**src/rtl/legv8_pkg.sv**
```systemverilog
// LEGv8 instruction field positions, branch opcodes and the fetch-queue entry
// type, shared between the fetch and issue logic.
package legv8_pkg;

  localparam int RD_LSB = 0;
  localparam int RN_LSB = 5;
  localparam int RM_LSB = 16;

  localparam logic [4:0] XZR = 5'd31;

  localparam logic [5:0]  OP_B        = 6'b000101;
  localparam logic [5:0]  OP_BL       = 6'b100101;
  localparam logic [6:0]  OP_CBZ_CBNZ = 7'b1011010;
  localparam logic [7:0]  OP_BCOND    = 8'b01010100;
  localparam logic [21:0] OP_BR       = 22'b1101011000011111000000;

  typedef struct packed {
    logic [31:0] inst;
    logic [63:0] pc;
  } fq_entry_t;

endpackage

```
**src/rtl/pair_hazard_check.sv**
```systemverilog
// Conservative pairing check: slot 2 may issue with slot 1 only when slot 1
// is not a branch and does not write a register slot 2 touches.
module pair_hazard_check
  import legv8_pkg::*;
(
  input  logic [31:0] inst1,
  input  logic [31:0] inst2,
  output logic        hazard
);

  logic [4:0] rd1, rd2, rn2, rm2;
  logic       is_br;
  logic       dep;

  assign rd1 = inst1[RD_LSB +: 5];
  assign rd2 = inst2[RD_LSB +: 5];
  assign rn2 = inst2[RN_LSB +: 5];
  assign rm2 = inst2[RM_LSB +: 5];

  assign is_br = (inst1[31:26] == OP_B)
              || (inst1[31:26] == OP_BL)
              || (inst1[31:25] == OP_CBZ_CBNZ)
              || (inst1[31:24] == OP_BCOND)
              || (inst1[31:10] == OP_BR);

  // Writes to XZR are discarded, so they never create a dependency.
  assign dep = (rd1 != XZR)
            && ((rd1 == rn2) || (rd1 == rm2) || (rd1 == rd2));

  assign hazard = is_br || dep;

endmodule

```
**src/rtl/dual_fetch_queue.sv**
```systemverilog
// Fetch stage: owns the fetch PC, captures two instructions per cycle into a
// circular queue and presents up to two of them per cycle to decode.
module dual_fetch_queue
  import legv8_pkg::*;
#(
  parameter int          DEPTH    = 8,
  parameter logic [63:0] RESET_PC = 64'h0
) (
  input  logic                       CLOCK,
  input  logic                       RESET,
  output logic [63:0]                PC1,
  input  logic [31:0]                IC1,
  input  logic [31:0]                IC2,
  input  logic                       redirect,
  input  logic [63:0]                redirect_target,
  input  logic                       decode_ready,
  output logic                       issue_valid1,
  output logic [31:0]                issue_inst1,
  output logic [63:0]                issue_pc1,
  output logic                       issue_valid2,
  output logic [31:0]                issue_inst2,
  output logic [63:0]                issue_pc2,
  output logic [$clog2(DEPTH):0]     queue_count
);

  localparam int AW = $clog2(DEPTH);
  localparam int PW = AW + 1;

  logic [PW-1:0] rd_q, rd_d;
  logic [PW-1:0] wr_q, wr_d;
  logic [63:0]   pc_q, pc_d;
  fq_entry_t     mem_q [DEPTH];

  logic [PW-1:0] count;
  logic [AW-1:0] hd_idx, nx_idx;
  logic [AW-1:0] w0_idx, w1_idx;
  fq_entry_t     head, next;
  logic          has1, has2;
  logic          hazard;
  logic          push;
  logic [1:0]    n_pop;

  assign count  = wr_q - rd_q;
  assign hd_idx = rd_q[AW-1:0];
  assign nx_idx = hd_idx + 1'b1;
  assign w0_idx = wr_q[AW-1:0];
  assign w1_idx = w0_idx + 1'b1;
  assign head   = mem_q[hd_idx];
  assign next   = mem_q[nx_idx];
  assign has1   = (count != '0);
  assign has2   = (count >= PW'(2));

  pair_hazard_check u_hz (
    .inst1  (head.inst),
    .inst2  (next.inst),
    .hazard (hazard)
  );

  assign issue_valid1 = has1 && !redirect;
  assign issue_valid2 = has2 && !redirect && !hazard;
  assign issue_inst1  = has1 ? head.inst : '0;
  assign issue_pc1    = has1 ? head.pc   : '0;
  assign issue_inst2  = has2 ? next.inst : '0;
  assign issue_pc2    = has2 ? next.pc   : '0;
  assign queue_count  = count;
  assign PC1          = pc_q;

  // Room is judged on occupancy before this cycle's pops.
  assign push  = !redirect && (count <= PW'(DEPTH - 2));
  assign n_pop = decode_ready
               ? ({1'b0, issue_valid1} + {1'b0, issue_valid2})
               : 2'd0;

  always_comb begin
    rd_d = rd_q + PW'(n_pop);
    wr_d = push ? wr_q + PW'(2) : wr_q;
    pc_d = push ? pc_q + 64'd8 : pc_q;
    if (redirect) begin
      rd_d = '0;
      wr_d = '0;
      pc_d = redirect_target;
    end
  end

  always_ff @(posedge CLOCK) begin
    if (!RESET) begin
      rd_q <= '0;
      wr_q <= '0;
      pc_q <= RESET_PC;
    end else begin
      rd_q <= rd_d;
      wr_q <= wr_d;
      pc_q <= pc_d;
      if (push) begin
        mem_q[w0_idx] <= '{inst: IC1, pc: pc_q};
        mem_q[w1_idx] <= '{inst: IC2, pc: pc_q + 64'd4};
      end
    end
  end

endmodule

```
**config.mk**
```make
export PLATFORM = sky130hd
export DESIGN_NAME = dual_fetch_queue
export DESIGN_NICKNAME = d
export VERILOG_FILES = /design/src/rtl/legv8_pkg.sv /design/src/rtl/pair_hazard_check.sv /design/src/rtl/dual_fetch_queue.sv
export SDC_FILE = /design/constraint.sdc
export NUM_CORES = 2
export LEC_CHECK = 0
export CAP_MARGIN = 20
export CORE_ASPECT_RATIO = 0.7
export CORE_MARGIN = 5
export CORE_UTILIZATION = 35
export DETAILED_ROUTE_END_ITERATION = 8
export GPL_ROUTABILITY_DRIVEN = 0
export PLACE_DENSITY = 0.6
export SKIP_LAST_GASP = 1
export SLEW_MARGIN = 25
export SYNTH_ARGS = -nofsm -noshare
export SYNTH_HDL_FRONTEND = slang
export SYNTH_SLANG_ARGS = --single-unit
```
**constraint.sdc**
```tcl
create_clock -name CLOCK -period 11.4 [get_ports CLOCK]
set_input_delay 2.28 -clock CLOCK [delete_from_list [all_inputs] [get_ports CLOCK]]
set_output_delay 2.28 -clock CLOCK [all_outputs]
set_load 0.01 [all_outputs]
```
==> key figures <==
Run status
  • Status: finished clean

Route
  • DRC viols: 0
  • Via count: 25530
  • Final WL: 124.7 mm
  • Drt via density: 5.611
  • Starting DRT DRC Count: around 2400
  • 1st-pass router iterations: 5
  • Drt wl/cell: 27.42 um
  • Routed Antenna Nets: 0

Floorplanning
  • Core Footprint: approximately 110000 um2
  • Die span in x: 413.4 um
  • Die Ht: around 290 um
  • Initial core utilization: 35.32%
  • Rows: approximately 100
  • Ports: around 390
  • Die Area: 120900 um2

Setup path
  • Crit-path max cell delay: 0.88 ns
  • Critical-path cell list: buf_4 > buf_12 > nor2b_1 > a22oi_1 > o21ai_0 > nand4_1 > nor2_1 > a21oi_1 > a2111oi_1 > buf_4 > nor4b_1 > clkdlybuf4s50_1
  • CP max stage cell: dfxtp_4
  • Startpoint Class: flop
  • Most frequent CP cell: buf_4
  • Worst Path Required: 9.12 ns
  • Worst-path fanout max: around 120
  • R2R setup slack: approximately 4.8 ns
  • Setup crit end kind: output pin
  • Crit path kind: flop to output pin
  • Worst EP arrival: 6.31 ns

STA
  • Slew Viols, Final: 0
  • Relative slew slack: 26.03%
  • Setup TNS: 0 ns
  • RSZ-0062 raised after global routing: no
  • Final period util: 75.32%
  • Slew @ Worst Pin: between 1 and 1.5 ns
  • Setup ws final: 2.813 ns
  • Final Hold Fails: 0
  • FMAX: 116.5 MHz
  • Clock skew: 0.02004 ns
  • Tmin final: 8.587 ns
  • # setup viols final: 0

Global routing
  • Largest net degree at the start of global routing: between 100 and 150
  • GR Overflow Total: 0
  • Vias in the first global route: 25790
  • Initial antenna violation count: 7
  • First-pass GRT wire length: 181.6 mm
  • Global Route Usage Sum: 20.35%

Power and ir drop
  • Total Power: 0.008457 W
  • Pwr/cell area: between 150 and 200 nW/um2
  • Leak: 15.19 nW
  • Max VDD drop: ~120 uV

Clock tree
  • Clk slew on worst S/H paths: 0.06 ns
  • Inserted Clock Buffers: a little under 90
  • Clk sinks: 831
  • CTS root buf: clkbuf_16
  • Clock latency at the later pin of the worst-skew pair: 0.67 ns
  • Resized Gates After CTS: 0
  • H-tree Lvls: 3
  • Post-CTS setup buffers: 0
  • CTS tree: yes
  • Cts-stage hold buffer count: 0
  • Max clock buf depth: 3

Logic synthesis
  • Netlist cell types: 57
  • Largest cells by area after synthesis: edfxtp_1 57%, mux4_2 20%, nand2_1 3.8%
  • Main synth FF type: edfxtp_1
  • EDFF count, synth: 760
  • Synthesized area: about 40000 um2
  • Syn Inst Count: 2592
  • Syn_nets: between 2000 and 3000
  • Share of the synthesized area in the top cell type: 57.24%
  • Syn avg cell area: 15.38 um2
  • Seq/Total Area, Yosys: just over 60%
  • Synth warnings: 0
  • FF+latch count, synth: 831
  • Post-synth ARST share: 0%
  • Cell taking the most area after synthesis: edfxtp_1

Final layout
  • Layout cells sized above 1: 18.76%
  • Area grow syn2layout: 21.18%
  • Nets: 3097

Placement
  • Dpl ws: 3.562 ns
  • DP Wirelength: between 80 and 90 mm
  • Port Buffers: between 300 and 400

Worst hold path
  • Worst min path class: flop to flop

Run
  • Max cap viols: 0
==> metal layers <==
metal  vias up  GRT usage, %  share of wire [%]
li1      10900             -                  -
met1     13320         28.82                 42
met2      1132         30.87                 45
met3       167         5.872                 10
met4         4         5.260                2.4
met5         -         1.176              0.017
==> cells in the final DEF, fill, tap and decap left out, types with 5 or more instances in the layout <==
master	instances
a22oi_1	10
clkinv_1	17
o21ai_0	56
dfxtp_1	68
nand3_1	37
nand4_1	22
a221oi_1	7
a21oi_1	177
nor2_1	119
nor4_1	12
ha_1	13
mux2i_1	66
a32oi_1	8
edfxtp_1	760
inv_1	11
a211oi_1	5
diode_2	5
mux4_2	355
clkbuf_1	25
o211a_1	13
nand2_1	399
clkdlybuf4s50_1	391
clkbuf_16	90
bufinv_16	5
clkinv_2	14
nor3_1	14
and3_1	13
xnor2_1	69
nor2b_1	18
or3_1	11
xor2_1	65
and2_1	18
buf_4	55
and4_1	8
clkbuf_8	5
==> synthesized netlist by cell type, types with 37 or more instances <==
cell type,n
clkbuf_1,105
nand2_1,399
dfxtp_1,71
nor2_1,119
mux2i_1,66
xnor2_1,70
xor2_1,66
buf_2,51
nand3_1,37
edfxtp_1,760
mux4_2,355
o21ai_0,57
a21oi_1,177
==> worst max-delay path, delay by kind of cell (launching register included) <==
family	cells	cell delay (ns)
flops	1	0.88
simple gates	4	1.24
compound gates	4	1.53
buf+inv	4	1.94
==> kinds of logic (layout without fill, tap and decap cells) <==
| kind of cell | Yosys count | in the layout | synth area share [%] |
|---|---|---|---|
| simple gates | 696 | 696 | 7.704 |
| other cells | 0 | 5 | 0 |
| flops | 831 | 831 | 60.80 |
| mux | 421 | 421 | 21.71 |
| buf+inv | 201 | 632 | 2.090 |
| xor+xnor | 136 | 136 | 2.987 |
| fa+ha+maj | 16 | 16 | 0.5398 |
| compound gates | 291 | 291 | 4.167 |
==> worst paths after layout <==
check / startpoint / end / cells past startpoint
setup / recovery: rd_q[0]$_SDFF_PP0_ / issue_valid2 / 12
setup reg to reg: rd_q[0]$_SDFF_PP0_ / rd_q[2]$_SDFF_PP0_ / 17
hold reg to reg: wr_q[2]$_SDFFE_PP0P_ / wr_q[2]$_SDFFE_PP0P_ / 2
hold / removal: wr_q[2]$_SDFFE_PP0P_ / wr_q[2]$_SDFFE_PP0P_ / 2
==> where the power goes <==
part           total, W  internal, W  switching [W]
Combinational   0.00206     0.000969        0.00109
Clock           0.00283      0.00161        0.00122
Sequential      0.00357      0.00346       0.000107
==> per-stage QoR <==
stage / std cells / instance area, um2 / hold slack, ns / util (%)
finish: 4550 / 48320 / 0.5381 / 42.80
global route: 4549 / 48320 / 0.5529 / 42.80
CTS: 4544 / 48280 / 0.5366 / 42.77
detailed placement: 4380 / 45480 / 0.5271 / 40.28
global placement: 4380 / 45480 / 0.5179 / 40.28
floorplan: 2592 / 39870 / 0.4812 / -
==> cell type report <==
type / count / area [um2]
Antenna cell: 5 / 12.51
Clock buffer: 120 / 2415
Clock inverter: 44 / 389.1
Fill cell: 10170 / 64570
Inverter: 16 / 65.06
Multi-Input combinational cell: 1560 / 14870
Sequential cell: 831 / 24250
Tap cell: 1522 / 1904
Timing Repair Buffer: 452 / 4408
==> state kept, by name, indices dropped and copies added, names as in the netlist <==
name,cells
rd_q,4
PC1,64
wr_q,3
mem_q,760
Note: power is estimated with default switching activity, not from simulation.
